`config.mk`:
```
export PLATFORM = sky130hd
export DESIGN_NAME = irq_priority_controller
export DESIGN_NICKNAME = d
export VERILOG_FILES = /design/src/rtl/irq_priority_controller.sv
export SDC_FILE = /design/constraint.sdc
export NUM_CORES = 1
export LEC_CHECK = 0
export CAP_MARGIN = 20
export CORE_ASPECT_RATIO = 2
export CORE_MARGIN = 5
export CORE_UTILIZATION = 47
export DETAILED_ROUTE_END_ITERATION = 8
export PLACE_DENSITY = 0.79
export SLEW_MARGIN = 20
export SYNTH_ARGS = -nofsm -noshare
export SYNTH_HDL_FRONTEND = slang
export SYNTH_SLANG_ARGS = --single-unit
```
`constraint.sdc`:
```
create_clock -name clock -period 1.5 [get_ports clock]
set_input_delay 0.3 -clock clock [delete_from_list [all_inputs] [get_ports clock]]
set_output_delay 0.3 -clock clock [all_outputs]
set_load 0.005 [all_outputs]
```
`src/rtl/irq_priority_controller.sv`:
```
// irq_priority_controller: seven-level 68000 interrupt controller with pending/mask/status/swtrig registers.
// Ports:
//   clock, reset                 system clock, synchronous active-high reset
//   irq_pulse[6:0]               one-cycle edge pulses, bit i-1 = level i
//   sel, wr, rd, addr, wdata     glue-logic register bus (strobes qualified by sel)
//   rdata                        registered read data, valid the cycle after rd
//   ipl_n                        registered active-low encoded level to the CPU
//   iack, iack_level             IACK strobe and acknowledged level
//   vector, vector_valid         registered vector number and its one-cycle qualifier
module irq_priority_controller #(
    parameter logic [7:0] VECTOR_BASE     = 8'h40,
    parameter logic [7:0] SPURIOUS_VECTOR = 8'h18
) (
    input  logic       clock,
    input  logic       reset,
    input  logic [6:0] irq_pulse,
    input  logic       sel,
    input  logic       wr,
    input  logic       rd,
    input  logic [1:0] addr,
    input  logic [7:0] wdata,
    output logic [7:0] rdata,
    output logic [2:0] ipl_n,
    input  logic       iack,
    input  logic [2:0] iack_level,
    output logic [7:0] vector,
    output logic       vector_valid
);
    function automatic logic [2:0] encode(input logic [7:1] v);
        encode = 3'd0;
        for (int i = 1; i <= 7; i++)
            if (v[i]) encode = i[2:0];
    endfunction

    logic [7:1] pending, mask, active, set_bits, clr_bits, pending_next, mask_next;
    logic [7:0] iack_hot, rd_val;
    logic [2:0] level;
    logic       wr_en, rd_en, iack_hit;

    always_comb begin
        wr_en        = sel & wr;
        rd_en        = sel & rd;
        iack_hot     = 8'd1 << iack_level;
        active       = pending & mask;
        level        = encode(active);
        set_bits     = irq_pulse | ((wr_en && addr == 2'd3) ? wdata[7:1] : 7'd0);
        // level 0 lands on bit 0 of the one-hot, which has no pending bit
        clr_bits     = ((wr_en && addr == 2'd0) ? wdata[7:1] : 7'd0) | (iack ? iack_hot[7:1] : 7'd0);
        // set wins over clear so an edge arriving with a clear is never lost
        pending_next = set_bits | (pending & ~clr_bits);
        mask_next    = (wr_en && addr == 2'd1) ? wdata[7:1] : mask;
        iack_hit     = |(active & iack_hot[7:1]);
        rd_val       = addr == 2'd0 ? {pending, 1'b0} :
                       addr == 2'd1 ? {mask, 1'b0} :
                       addr == 2'd2 ? {|active, 4'd0, level} : 8'd0;
    end

    always_ff @(posedge clock) begin
        if (reset) begin
            pending      <= '0;
            mask         <= '0;
            ipl_n        <= 3'b111;
            rdata        <= 8'h00;
            vector       <= 8'h00;
            vector_valid <= 1'b0;
        end else begin
            pending      <= pending_next;
            mask         <= mask_next;
            // uses the incoming mask so a mask write reaches ipl_n one cycle later,
            // while new pending bits take the extra register stage
            ipl_n        <= ~encode(pending & mask_next);
            vector_valid <= iack;
            if (rd_en)
                rdata <= rd_val;
            if (iack)
                vector <= iack_hit ? VECTOR_BASE + {5'd0, iack_level} : SPURIOUS_VECTOR;
        end
    end
endmodule

```
## Yosys cells after proc, flatten, opt, wreduce, memory -nomap -nowiden

Cells that the tools add are included.

- Reduce and logical (&&, ||, !) cells: 6
- Add/sub/neg operators: 1
- Bitwise logic cells: 11
- Mux-type cells: 23
- Shift-type cells: 1
- Equality and inequality tests: 3

Operator list:

| operator | count |
|---|---|
| $mux 3 | 13 |
| $mux 8 | 4 |
| $and 7x7->7 | 4 |
| $mux 7 | 4 |
| $or 7x7->7 | 3 |
| $reduce_or 7->1 | 2 |
| $add 7x3->8 const A | 1 |
| $shl 1x3->8 const A | 1 |
| $not 7->7 | 1 |
| $eq 2x2->1 const B | 2 |
| $logic_and 1x1->1 | 3 |
| $not 3->3 | 1 |
| $and 1x1->1 | 2 |
| $eq 2x1->1 const B | 1 |
| $logic_not 2->1 | 1 |
| $mux 1 | 2 |

- Logic and storage cells: 51
- Output and inout port bits: 20
- Register bits: 34
- Bits of input ports: 26

## Depth between registers and ports, before layout

- Depth after elaboration: 13
- Gate-level depth with buffers: 7
- Depth with buffers taken out: 5

## Least setup slack after synthesis

Ideal clock, no wire load.

- Path type: input port to flip-flop
- From: input port iack_level[2]
- To: register vector[4]
- Slack: 97 ps
- Path buffers: 1
- Required time: 1412 ps
- Arrival time: 1315 ps
- Stages: 5
- Setup time: 88 ps
- Path through: buf_6 nor2b_4 and3_4 or3_4 a311oi_2

- Cells in the longest elaborated chain, start to end: 4
- Elaborated cells on any way between the ends: 5

Ends and longest elaborated chain:

| item | RTL line | text |
|---|---|---|
| start: declaration | 25 | `input logic [2:0] iack_level,` |
| branches (longest 3 deep; another with $add 7x3->8) | - |  |
| $mux 8 (*) | 76 | `vector <= iack_hit ? VECTOR_BASE + {5'd0, iack_level} : SPURIOUS_VECTOR;` |
| end signal: assignment | 76 |  |
| end: declaration | 26 | `output logic [7:0] vector,` |

Every way passes the cells marked *.
A chain may end at the register's enable or synchronous reset.

## Final worst setup path

- From: input port wdata[2]
- To: register ipl_n[0]

- Cells in the longest elaborated chain, start to end: 10

Ends and longest elaborated chain:

| item | RTL line | text |
|---|---|---|
| start: declaration | 21 | `input logic [7:0] wdata,` |
| $mux 7 | 51 | `mask_next = (wr_en && addr == 2'd1) ? wdata[7:1] : mask;` |
| $and 7x7->7 | 71 | `ipl_n <= ~encode(pending & mask_next);` |
| $mux 3 (6 in series) | 32 | `if (v[i]) encode = i[2:0];` |
| $mux 3 | 59 | `if (reset) begin` |
| $not 3->3 | 71 |  |
| end signal: assignment | 71 |  |
| end: declaration | 23 | `output logic [2:0] ipl_n,` |

No other way between the ends. The select of a mux whose other input is x is not followed.

==> results.md <==
* Outcome: completed
* Iter 0 DRT Violations at 31
* Longest Clk Path Bufs at 2
* CTS clock-pin slew for the worst setup and hold paths at 0.06 ns
* Layout cells sized above 1 at 0.238
* Period Utilization, post-route at 0.960
* R2R Path Start: pending[7]$_SDFF_PP0_
* Critical Setup Path Class: in2reg
* Setup TNS at 0 ns
* Fmax at 695 MHz
* CTS tree: done
* EDFF count, synth at 0
* Asr flop ratio synth at 0
* Starting Density at 0.480
* FF+latch count, synth at 31
* Clk_skew at 0.00318 ns
* DRT Pass-1 Iters at 4
* Number of global-route vias before repair at 1,805
* Critical Path RT at 1.73 ns
* Crit Path Max Fanout at 2
* # fillers at 268
* H-tree Lvls at 2
* Smallest hold slack at 0.470 ns
* Max VDD drop at 0.794 mV
* Total Power at 1870 uW
* Hold Vio Cnt, Final at 0
* Synth top area share at 0.383
* Seq/Total Area, Yosys at 0.383
* Final nets at 294
* DP HPWL at 3710 microns
* Post-route ant nets at 0
* Worst min path class: reg2reg
* Via density at 5.81
* CP endpoint: ipl_n[0]$_SDFF_PP1_
* Max-Cap Viols at 0
* CP endpoint kind: register
* Syn Area/Cell at 8.44 sq um
* Drt wl/cell at 16.0 microns
* DRT Wirelength at 4820 microns
* Pwr/cell area at 771 nW/um^2
* DR vias at 1,748
* Pin count of the biggest net entering global routing at 20
* Critical path origin: wdata[2]
* FF-to-FF End: vector[6]$_SDFFE_PP0P_
* Die width at 51.5 microns
* FF-to-FF path depth at 5
* I/O Buffers at 42
* Register Area at 623 sq um
* WP data arrival at 1.67 ns
* Synth Flop Type: dfxtp_1
* Element type at the critical path start: input pin
* Cells after Synth at 192
* Drt drc at 0
* Synth Warn # at 0
* RSZ-0062 raised after global routing: no
* Multi-input logic area at 942 sq um
* Fin cells at 301
* CTS root buf: clkbuf_8
* Clock Latency Late Sink at 0.28 ns
* Die area at 4790 sq um
* Grt total ovfl at 0
* IO Count at 46
* R2R Setup Slk at 0.08 ns
* Synth area leaders: dfxtp_1 (38%), mux2i_1 (6.8%), nor2_1 (6.7%)
* Count of cell types in the netlist at 41
* Std cell rows at 30
* Hold Buf Count CTS at 0
* Area Overhead vs Synth at 49.9%
* Minimum clock period at 1.44 ns
* GP Congestion at 0.962
* Synth area leader: dfxtp_1
* TritonCTS Buffers at 5
* Setup Viol. Count Final at 0
* Leakage at 0.00101 uW
* Core Area at 3380 sq um
* Slew Limit Fails at 0
* Initial antenna violation count at 0
* Post-Syn Area at 1620 sq um
* Post-placement cell count at 291
* All-Layer GR Usage at 0.214
* Wire length of the first global-routing pass at 7800 microns
* Final core utilization at 0.719
* Clk sinks at 31
* Inserted Diodes at 0
* Die H at 93.0 microns
## placed cells by master (no fill, tap or decap), drive strengths merged, types with 2 or more instances in the layout
| master | n |
|---|---|
| dfxtp | 31 |
| a211oi | 2 |
| buf | 39 |
| o21ai | 7 |
| mux2 | 4 |
| nand2b | 3 |
| o211ai | 2 |
| dlygate4sd2 | 2 |
| clkdlybuf4s50 | 36 |
| nand4 | 5 |
| nand3 | 8 |
| clkbuf | 7 |
| a221oi | 4 |
| nor2b | 2 |
| mux2i | 11 |
| conb | 2 |
| a32oi | 4 |
| nor2 | 29 |
| dlymetal6s2s | 4 |
| nor3 | 4 |
| a21o | 3 |
| inv | 2 |
| a21oi | 11 |
| a22oi | 7 |
| nand2 | 25 |
## per-stage QoR
| stage | setup WS, ns | area, sq um |
|---|---|---|
| after floorplan | 0.0966 | 1620 |
| after global placement | -0.366 | 2280 |
| after detailed placement | -0.396 | 2280 |
| after CTS | 0.0147 | 2370 |
| after global routing | 0.00363 | 2430 |
| final | 0.0606 | 2430 |
## logic make-up after synthesis
group | Yosys count | share of synthesized area
flops | 31 | 0.383
other cells | 1 | 0.00231
buf+inv | 15 | 0.0602
mux | 16 | 0.110
compound gates | 48 | 0.208
simple gates | 81 | 0.237
## critical path, cell delays in order
cell	delay, ns
clkdlybuf4s50_1	0.48
nand2_1	0.10
a32oi_1	0.30
mux2i_2	0.12
a22oi_1	0.23
a21o_1	0.14
## timing repair
item / in CTS / in global routing
resized for setup: 5 / 12
endpoints found under the setup margin: 4 / 10
pin swaps: 0 / 1
setup buffers: 0 / 1
gates cloned: 0 / 1
## flip-flops by register name, summed over array words and instances (netlist names)
signal and count:
vector_valid 1, rdata 8, ipl_n 3, mask 7
pending 7, vector 5
## synth_stat cells, types with 4 or more instances
cell and count:
a221oi_1 4, o21ai_0 7, a32oi_1 4, nand2_1 25
mux2_2 4, a21oi_1 11, nand4_1 5, dfxtp_1 31
nor2_1 29, mux2i_1 11, a22oi_1 7, clkbuf_1 4
nand3_1 8
## layer usage
metal	wire (microns)	GRT usage	up-vias	part of all wire
met2	2530	0.377	67	0.52
li1	-	-	844	-
met3	172	0.0526	32	0.036
met4	350	0.184	0	0.073
met1	1770	0.194	805	0.37
met5	0	0	-	0
## area by class of cell
type,instances,share of cell area
timing repair buffer,81,0.302
tap,32,0.0165
multi-input combinational,147,0.388
sequential,31,0.257
clock buffer,7,0.0314
inverter,2,0.00309
clock inverter,1,0.00206
## worst min path at each step
stage / from / cells past startpoint / slack (ns) / to
after CTS: vector[2]$_SDFFE_PP0P_ / 2 / 0.47 / vector[2]$_SDFFE_PP0P_
after global placement: vector[6]$_SDFFE_PP0P_ / 2 / 0.44 / vector[6]$_SDFFE_PP0P_
after global routing: vector[2]$_SDFFE_PP0P_ / 2 / 0.49 / vector[2]$_SDFFE_PP0P_
after detailed placement: vector[2]$_SDFFE_PP0P_ / 2 / 0.46 / vector[2]$_SDFFE_PP0P_
final: vector[2]$_SDFFE_PP0P_ / 2 / 0.47 / vector[2]$_SDFFE_PP0P_
after floorplan: reset / 1 / 0.38 / vector_valid$_SDFF_PP0_
## power breakdown
| part | total [uW] | switching [uW] | internal (uW) |
|---|---|---|---|
| sequential | 894 | 35.5 | 858 |
| combinational | 356 | 152 | 204 |
| clock | 622 | 297 | 325 |
| total | 1870 | 485 | 1390 |
(Power assumes the default switching activity.)
